--- config.mk ---
export PLATFORM = sky130hd
export DESIGN_NAME = ram_sp_param
export DESIGN_NICKNAME = d
export VERILOG_FILES = /design/src/rtl/ram_sp_param.sv
export SDC_FILE = /design/constraint.sdc
export NUM_CORES = 1
export LEC_CHECK = 0
export BUFFER_PORTS_ARGS = -buffer_cell sky130_fd_sc_hd__buf_4
export CORE_ASPECT_RATIO = 1.75
export CORE_UTILIZATION = 60
export CTS_BUF_LIST = sky130_fd_sc_hd__clkbuf_8
export CTS_CLUSTER_SIZE = 40
export DETAILED_ROUTE_END_ITERATION = 7
export HOLD_SLACK_MARGIN = 0.03
export PLACE_DENSITY_LB_ADDON = 0.2
export RECOVER_POWER = 100
export SLEW_MARGIN = 20
export SYNTH_ARGS = -nofsm -noshare
export SYNTH_HDL_FRONTEND = slang
export SYNTH_SLANG_ARGS = --single-unit
export TNS_END_PERCENT = 10
--- constraint.sdc ---
create_clock -name clk -period 3.7 [get_ports clk]
set_clock_uncertainty 0.1 [all_clocks]
set_input_delay 0 -clock clk [delete_from_list [all_inputs] [get_ports clk]]
set_output_delay 0 -clock clk [all_outputs]
set_load 0.05 [all_outputs]
--- src/rtl/ram_sp_param.sv ---
// Parametrised single-port synchronous RAM with byte-lane writes, selectable
// read-during-write behaviour, an optional output register and a clear engine
// that zeroes the whole array after reset or on request.
module ram_sp_param #(
    parameter int unsigned DATA_W         = 8,
    parameter int unsigned ADDR_W         = 6,
    parameter int unsigned OUT_REG        = 0,
    parameter int unsigned WRITE_MODE     = 0,
    parameter int unsigned CLEAR_ON_RESET = 1
) (
    input  logic                  clk,
    input  logic                  rst,
    input  logic                  en,
    input  logic                  we,
    input  logic [DATA_W/8-1:0]   be,
    input  logic [ADDR_W-1:0]     addr,
    input  logic [DATA_W-1:0]     din,
    input  logic                  clr,
    output logic [DATA_W-1:0]     dout,
    output logic                  dout_valid,
    output logic                  busy
);

    localparam int unsigned NB    = DATA_W / 8;
    localparam int unsigned DEPTH = 1 << ADDR_W;

    typedef enum logic [0:0] {StIdle, StClear} state_e;

    state_e              state_q, state_d;
    logic [ADDR_W-1:0]   cnt_q, cnt_d;

    logic                clear_we;
    logic                acc;
    logic                wr;

    logic [DATA_W-1:0]   mem [DEPTH];
    logic [DATA_W-1:0]   rword;
    logic [DATA_W-1:0]   mword;
    logic [DATA_W-1:0]   rdata;

    logic                s1_v_q;
    logic [DATA_W-1:0]   s1_d_q;

    // State register: reset aborts any clear and restarts the engine from word 0
    always_ff @(posedge clk) begin
        if (!rst) begin
            state_q <= (CLEAR_ON_RESET != 0) ? StClear : StIdle;
            cnt_q   <= '0;
        end else begin
            state_q <= state_d;
            cnt_q   <= cnt_d;
        end
    end

    // Next-state logic: clr only honoured in idle; clear walks every word once
    always_comb begin
        state_d = state_q;
        cnt_d   = cnt_q;
        unique case (state_q)
            StIdle: begin
                if (clr) begin
                    state_d = StClear;
                    cnt_d   = '0;
                end
            end
            StClear: begin
                cnt_d = cnt_q + ADDR_W'(1);
                if (cnt_q == ADDR_W'(DEPTH - 1)) begin
                    state_d = StIdle;
                end
            end
            default: state_d = StIdle;
        endcase
    end

    // Output/decode logic: clr beats a same-cycle access, busy drops accesses
    always_comb begin
        busy     = (state_q == StClear);
        clear_we = (state_q == StClear) && rst;
        acc      = rst && en && (state_q == StIdle) && !clr;
        wr       = acc && we;
    end

    // Read word and byte-merged write word for the write-first return path
    always_comb begin
        rword = mem[addr];
        mword = rword;
        for (int i = 0; i < NB; i++) begin
            if (be[i]) begin
                mword[8*i +: 8] = din[8*i +: 8];
            end
        end
        rdata = (we && (WRITE_MODE != 0)) ? mword : rword;
    end

    // Array update: clear engine has priority; array itself is never reset
    always_ff @(posedge clk) begin
        if (clear_we) begin
            mem[cnt_q] <= '0;
        end else if (wr) begin
            for (int i = 0; i < NB; i++) begin
                if (be[i]) begin
                    mem[addr][8*i +: 8] <= din[8*i +: 8];
                end
            end
        end
    end

    // First read stage: data only loads on a served access so it holds otherwise
    always_ff @(posedge clk) begin
        if (!rst) begin
            s1_v_q <= 1'b0;
            s1_d_q <= '0;
        end else begin
            s1_v_q <= acc;
            if (acc) begin
                s1_d_q <= rdata;
            end
        end
    end

    if (OUT_REG != 0) begin : g_oreg
        logic              s2_v_q;
        logic [DATA_W-1:0] s2_d_q;

        // Second output stage adds one cycle of latency, still fully pipelined
        always_ff @(posedge clk) begin
            if (!rst) begin
                s2_v_q <= 1'b0;
                s2_d_q <= '0;
            end else begin
                s2_v_q <= s1_v_q;
                if (s1_v_q) begin
                    s2_d_q <= s1_d_q;
                end
            end
        end

        assign dout       = s2_d_q;
        assign dout_valid = s2_v_q;
    end else begin : g_noreg
        assign dout       = s1_d_q;
        assign dout_valid = s1_v_q;
    end

endmodule
# After elaboration in Yosys (flattened, before gate mapping)
# Memory sizes are Yosys's and may differ from the RTL's. A register that Yosys moved wholly into a read port is not among the register bits.
# Cells that the tools add are included.
[totals]
reg_bits = 8
mem_bits_rw = 512
inputBits = 20
output_inout_bits = 10
n_memories = 1
[memory_table]
columns = ["name", "depth", "word_bits", "rd", "rd_clocked_by_memory_dff", "write_ports", "line", "rtl"]
rows = [
  ["mem", 64, 8, 1, 1, 1, "36", "logic [DATA_W-1:0] mem [DEPTH];"],
]
[op_classes]
n_addsub = 1
eq_ne = 2
n_mux = 14
bitwise_logic = 1
n_reduce_logical = 8
[ops]
columns = ["cell", "n"]
rows = [
  ["$mux 6", 2],
  ["$pmux 6 s2", 1],
  ["$mux 1", 9],
  ["$mux 8", 1],
  ["$reduce_or 8->1", 1],
  ["$add 6x1->6 const B", 1],
  ["$eq 6x6->1 const B", 1],
  ["$logic_and 1x1->1", 5],
  ["$logic_not 1->1", 2],
  ["$ne 2x2->1 const B", 1],
  ["$pmux 1 s2", 1],
  ["$not 1->1", 1],
]

# Depth between registers and ports, before layout
# Gate-level depths: netlist of run 1.
[depth]
word_depth = 9
mapped_depth = 8
mapped_depth_nobuf = 5

# Worst setup path after synthesis of run 1
# OpenSTA, ideal clock, no wires.
[synth_path]
path_type = "register -> register"
start = "reg state_q, in the netlist busy"
end = "mem mem[0][0], data pin"
setup_ps = 367
t_arrival_ps = 2455
required_ps = 3233
slack_ps = 777
path_stages_with_launch = 7
synth_period_minus_slack_ps = 2923
cell_sequence = "dfxtp_1 -> buf_2 -> and4bb_4 -> and3_1 -> buf_4 -> clkbuf_1 -> and2_1"
[synth_via]
elab_chain_cells = 9
word_cells_on_any_way = 10
[synth_lines]
columns = ["element", "line", "rtl"]
rows = [
  ["from (decl)", "29", "state_e state_q, state_d;"],
  ["from (signal assigned)", "47", "state_q <= (CLEAR_ON_RESET != 0) ? StClear : StIdle;"],
  ["from (signal assigned)", "50", "state_q <= state_d;"],
  ["$not 1->1", "--", ""],
  ["$logic_and 1x1->1 (2 in series)", "80", "acc = rst && en && (state_q == StIdle) && !clr;"],
  ["$logic_and 1x1->1", "81", "wr = acc && we;"],
  ["$mux 1", "100", "end else if (wr) begin"],
  ["$mux 1 (*)", "98", "if (clear_we) begin"],
  ["$mux 1 (not written as such) (*)", "103", "mem[addr][8*i +: 8] <= din[8*i +: 8];"],
  ["$reduce_or 8->1 (no line) (*)", "--", ""],
  ["$mux 8 (no line) (*)", "--", ""],
  ["to (decl)", "36", ""],
]
# Every way passes the cells marked *; elsewhere a longest branch is shown, timed or not.

# Worst setup path in the final report of run 1
[layout_path]
start = "reg state_q, in the netlist busy"
end = "mem mem[63][0] (enable)"
[layout_via]
elab_chain_cells = 9
word_cells_on_any_way = 13
[layout_lines]
columns = ["element", "line"]
rows = [
  ["$not 1->1", "--"],
  ["$logic_and 1x1->1 (2 in series)", "80"],
  ["$logic_and 1x1->1", "81"],
  ["$mux 1", "100"],
  ["$mux 1", "98"],
  ["$mux 1 (not written as such)", "103"],
  ["$reduce_or 8->1 (no line)", "--"],
  ["$mux 6 (no line) / $mux 1 (equally long branches)", "--"],
]
# Parallel ways exist; a longest one is shown, timed or not.

==> impl_metrics.tcl, run 1 <==
set metrics [dict create \
    path_class "reg -> reg" \
    clkPwrFrac 0.377 \
    gp_congestion 0.951 \
    syn2layout_area_growth_pct 10.8 \
    start_util 0.613 \
    syn_inst 1024 \
    drive_above_1_share 0.236 \
    endpoint_kind "register" \
    n_fill_cell 2249 \
    synthesis.nets 1045 \
    antenna_left 0 \
    min_path_type "in -> reg" \
    port_buffers 29 \
    ys_ff_latch 528 \
    avgSynthCellArea_um2 20.3 \
    clockRootBuffer "clkbuf_8" \
    ctsResizeCount 0 \
    combPwrFrac 0.029 \
    dieArea_mm2 0.0355 \
    dr.pass1.iters 5 \
    coreArea_mm2 0.0340 \
    grt_pass1_wl_mm 67.0 \
    num_io_pins 30 \
    num_vias 10213 \
    rows 89 \
    regArea_mm2 0.0157 \
    grt_pass1_vias 10677 \
    drc 0 \
    vdd_ir_drop_max_uv 332 \
    fmax_mhz 308 \
    period_share 0.877 \
    power_per_cell_area_mw_per_mm2 473 \
    fp.dieW_um 143 \
    status "complete, but fails checks" \
    min_period_ps 3240 \
    antenna_found_initial 4 \
    wl_mm 45.0 \
    die_y_um 248 \
    async_flop_share 0 \
    slew_viol_final 48 \
    initialDrtViolationCount 788 \
    synth_top_area_share 0.739 \
    leakage_nw 8.50 \
    crit_arrival_ps 3380 \
    finalHoldViolations 0 \
    seq_area_frac_synth 0.754 \
    layout_commonest_cell "edfxtp_1" \
    tightest_slew_ps 1510 \
    seq_power_share 0.594 \
    synthTopCellsByArea "edfxtp_1, mux4_2, mux2i_1" \
    finalSetupTns_ps 0 \
    grt_max_degree 72 \
    violations "max-slew violations" \
    multi_input_area_mm2 0.00478 \
    synth_edf_count 512 \
    p_switching_mw 2.23 \
    nets 1160 \
    final_cell_mix "edfxtp_1, mux4_2, nor2_1, clkbuf_8, mux2i_1" \
    cts_buffers 69 \
    cts_tree "done" \
    crit_path_max_fanout 14 \
    synthesis.yosys.warnings 0 \
    cp-start-kind "register" \
    grt_usage 0.272 \
    cts_max_path_buffers 3 \
    final-setup-viol-count 0 \
    h-tree-depth 3 \
    p_int_mw 8.67 \
    grt_setup_unrepaired "false" \
    clk-insertion-delay-late_ps 620 \
    netlist.top_cell.by_area "edfxtp_1" \
    switching_share 0.205 \
    grt-ovfl-total 0 \
    hpwl_mm 29.4 \
    fin_cells 1649 \
    numPlacedInstances 1508 \
    wire_per_inst_um 27.3 \
    clk_pin_slew_ps 70 \
    ys_types 48 \
    synthesis.area_mm2 0.0208 \
    max_slew_margin -0.00341 \
    vias_per_cell 6.19 \
    hold_ws_ps 58.3 \
    cp.required_ps 3830 \
    cap_violations 0 \
    ys.flop_type "edfxtp_1" \
    cts.sink_count 528 \
]
cells in the mapped netlist, drive strengths merged (2+ instances only):
cell type and number:
mux4 127, nand2b 7, and3 2, o22ai 9, nor2 75, and2 11, nand3 12, inv 3
a22oi 22, a21oi 11, nor2b 6, a31oi 3, dfxtp 16, o211ai 9, nand4 9, o21ai 24
buf 33, nand2 35, edfxtp 512, clkbuf 23, nor3 2, a311oi 6, mux2 7, mux2i 42
nor3b 4
critical path: stages (launching register included):
cell,delay [ps]
dfxtp_1,310
and4bb_1,560
and3_1,500
mux2i_1,290
nand2_1,340
nor2_1,750
power by group through the flow:
stage / registers, mW / logic [mW] / clock network [mW]
finish: 6.48 / 0.314 / 4.11
global route: 6.48 / 0.332 / 4.43
CTS: 6.48 / 0.317 / 4.20
detailed placement: 6.61 / 0.305 / 0
global placement: 6.61 / 0.301 / 0
floorplan: 6.60 / 0.229 / 0
routing by layer:
metal,vias to the layer above,track usage,share of wire
met5,-,0,0.00020
met4,2,0.146,0.048
met3,105,0.0461,0.059
met2,423,0.475,0.54
met1,5218,0.324,0.36
li1,4465,-,-
area by class of cell:
class	count	area share
Sequential cell	528	0.681
Multi-Input combinational cell	437	0.207
Clock buffer	74	0.0442
Timing Repair Buffer	100	0.0299
Tap cell	455	0.0247
Clock inverter	48	0.0124
Inverter	3	0.000488
Antenna cell	4	0.000434
flip-flops by register name, indices dropped and copies added (netlist names):
signal and count:
dout 8, cnt_q 6, mem 512, dout_valid 1
busy 1
metrics by stage:
| step | cell area, µm² | utilization | worst slack (ps) | power (mW) |
|---|---|---|---|---|
| global route | 23100 | 0.679 | 268 | 11.2 |
| finish | 23100 | 0.679 | 456 | 10.9 |
| detailed placement | 21800 | 0.641 | 670 | 6.92 |
| CTS | 23200 | 0.684 | 663 | 11.0 |
| global placement | 21800 | 0.641 | 750 | 6.91 |
| floorplan | 20800 | - | 777 | 6.83 |
final timing paths:
kind / slack, ps / endpoint / startpoint / cells past startpoint
worst max-delay path: 460 / mem[63][0] / busy / 5
worst max register to register: 460 / mem[63][0] / busy / 5
worst min register to register: 470 / cnt_q[5] / cnt_q[5] / 2
worst min-delay path: 60 / mem[17][1] / din[1] / 2
cell families after synthesis:
| kind of cell | count (synthesis) | synth area share |
|---|---|---|
| adders and majority gates | 1 | 0.000601 |
| AOI/OAI and AO/OA | 90 | 0.0287 |
| and+or+nand+nor | 170 | 0.0388 |
| buffers and inverters | 59 | 0.0162 |
| muxes | 176 | 0.162 |
| DFF | 528 | 0.754 |
timing repair:
item | 4_1_cts | 5_1_grt
hold endpoints to repair | 211 | 0
hold buffers | 15 | 0
endpoints found under the setup margin | 0 | 0
setup buffers | 0 | 0
Power figures use the tool's default switching activity.
==> inputs of run 2 (changes only) <==
Settings changed: PLACE_DENSITY set to 0.77, PLACE_DENSITY_LB_ADDON 0.2 to not set.
==> run 2 against run 1 <==
Net effect: the flow now finishes without violations; sequential power is essentially flat; global-route usage grew 0.37 points; worst hold slack gained 39 ps; worst setup slack improved by 2.1 ps; highest routed layer is now met4.
==> impl_metrics.tcl, run 2 (synthesis results as in run 1) <==
set metrics [dict create \
    met1Wirelength_mm 16.0 \
    clkPwrFrac 0.377 \
    wl_met3_mm 2.89 \
    crit_chain "and4bb_1, nand3_2, o22ai_1, nand2_1, nor2_1" \
    clk-insertion-delay-late_ps 630 \
    fmax_mhz 308 \
    rows 89 \
    antenna_found_initial 1 \
    endpoint_kind "register" \
    vias_per_cell 6.34 \
    num_io_pins 30 \
    reg2reg_to "mem[2][2]" \
    grt_pass1_wl_mm 68.2 \
    antenna_left 0 \
    combPwrFrac 0.028 \
    layout_commonest_cell "edfxtp_1" \
    wire_per_inst_um 27.6 \
    grt_setup_unrepaired "false" \
    gp_congestion 0.913 \
    dr.pass1.iters 4 \
    cts_buffers 72 \
    min_period_ps 3240 \
    cts_setup_buffers 0 \
    nets 1167 \
    power_per_cell_area_mw_per_mm2 471 \
    cts.sink_count 528 \
    die_y_um 248 \
    hpwl_mm 30.1 \
    postCtsHoldBufs 16 \
    drive_above_1_share 0.230 \
    cts_tree "done" \
    clockRootBuffer "clkbuf_8" \
    finalHoldViolations 0 \
    tightest_slew_ps 1310 \
    wl_met2_mm 24.5 \
    period_share 0.876 \
    cp.required_ps 3860 \
    max_stage_delay_ps 700 \
    numPlacedInstances 1511 \
    leakage_nw 8.54 \
    grt_max_degree 72 \
    n_fill_cell 2128 \
    endpoint "mem[2][2]" \
    coreArea_mm2 0.0340 \
    p_int_mw 8.65 \
    vdd_ir_drop_max_uv 297 \
    fp.dieW_um 143 \
    num_vias 10519 \
    initialDrtViolationCount 994 \
    ctsResizeCount 0 \
    grt-ovfl-total 0 \
    syn2layout_area_growth_pct 11.1 \
    port_buffers 29 \
    wl_mm 45.8 \
    fin_cells 1658 \
    crit_arrival_ps 3400 \
    cts_max_path_buffers 3 \
    topRoutingLayerUsed "met4" \
    start_util 0.613 \
    largest-register "mem" \
    dieArea_mm2 0.0355 \
    crit_path_max_fanout 14 \
    rr_worst_depth 5 \
    seq_power_share 0.594 \
    switching_share 0.207 \
    cp-start-kind "register" \
    grt_pass1_vias 10980 \
    grt_usage 0.276 \
    max_slew_margin 0.124 \
    final_cell_mix "edfxtp_1, mux4_2, clkbuf_8, nor2_1, clkbuf_1" \
    drc 0 \
    slew_viol_final 0 \
    min_path_type "in -> reg" \
    regToRegStartpoint "busy" \
    critPathLaunch "busy" \
    final-setup-viol-count 0 \
    h-tree-depth 3 \
    path_class "reg -> reg" \
    regToRegSetupSlack_ps 460 \
    status "complete, no violations" \
    cap_violations 0 \
    largest_reg_flops 512 \
    finalSetupTns_ps 0 \
    clk_pin_slew_ps 60 \
    crit_slowest_cell "nor2_1" \
    p_switching_mw 2.26 \
]
==> run 2: cell type report <==
cell class,instances,area [µm²],share of cell area
multi-input cells,437,4770,0.206
diodes,1,2.50,0.000108
flip-flops and latches,528,15700,0.679
well taps,455,569,0.0246
repair buffers,104,752,0.0325
clock inverters,54,282,0.0122
inverters,3,11.3,0.000487
clock buffers,76,1050,0.0452
==> run 2: critical path, delay by kind of cell, from the launching register on <==
kind	cells	cell delay, ps
AND/OR/NAND/NOR	4	2050
AO/OA/AOI/OAI	1	410
flip-flops	1	310
==> run 2: worst min path at each step <==
| stage | startpoint | endpoint | slack (ps) | depth (start not counted) |
|---|---|---|---|---|
| CTS | din[7] | mem[56][7] | 80 | 2 |
| floorplan | clr | busy | 100 | 2 |
| global route | din[7] | mem[56][7] | 100 | 2 |
| detailed placement | rst | busy | 230 | 2 |
| finish | din[7] | mem[59][7] | 100 | 2 |
| global placement | rst | busy | 230 | 2 |
==> run 2: stage by stage <==
stage	utilization	hold slack [ps]	total power, mW	cell area [µm²]	worst slack [ps]
final	0.681	97.2	10.9	23100	458
after global routing	0.681	102	11.2	23100	327
after CTS	0.686	83.3	11.0	23300	817
after detailed placement	0.642	229	6.91	21800	816
after global placement	0.642	229	6.91	21800	930
after floorplan	-	103	6.83	20800	777
==> run 2: routing by layer <==
layer  vias to the layer above  track usage
li1                       4479            -
met1                      5470        0.323
met2                       456        0.480
met3                       114       0.0507
met4                         0        0.154
met5                         -            0
==> run 2: power by group through the flow <==
stage                     combinational [mW]  sequential, mW  clock [mW]
final                                  0.311            6.48        4.11
after detailed placement               0.303            6.61           0
after CTS                              0.314            6.48        4.16
after floorplan                        0.229            6.60           0
after global placement                 0.298            6.61           0
after global routing                   0.328            6.48        4.40
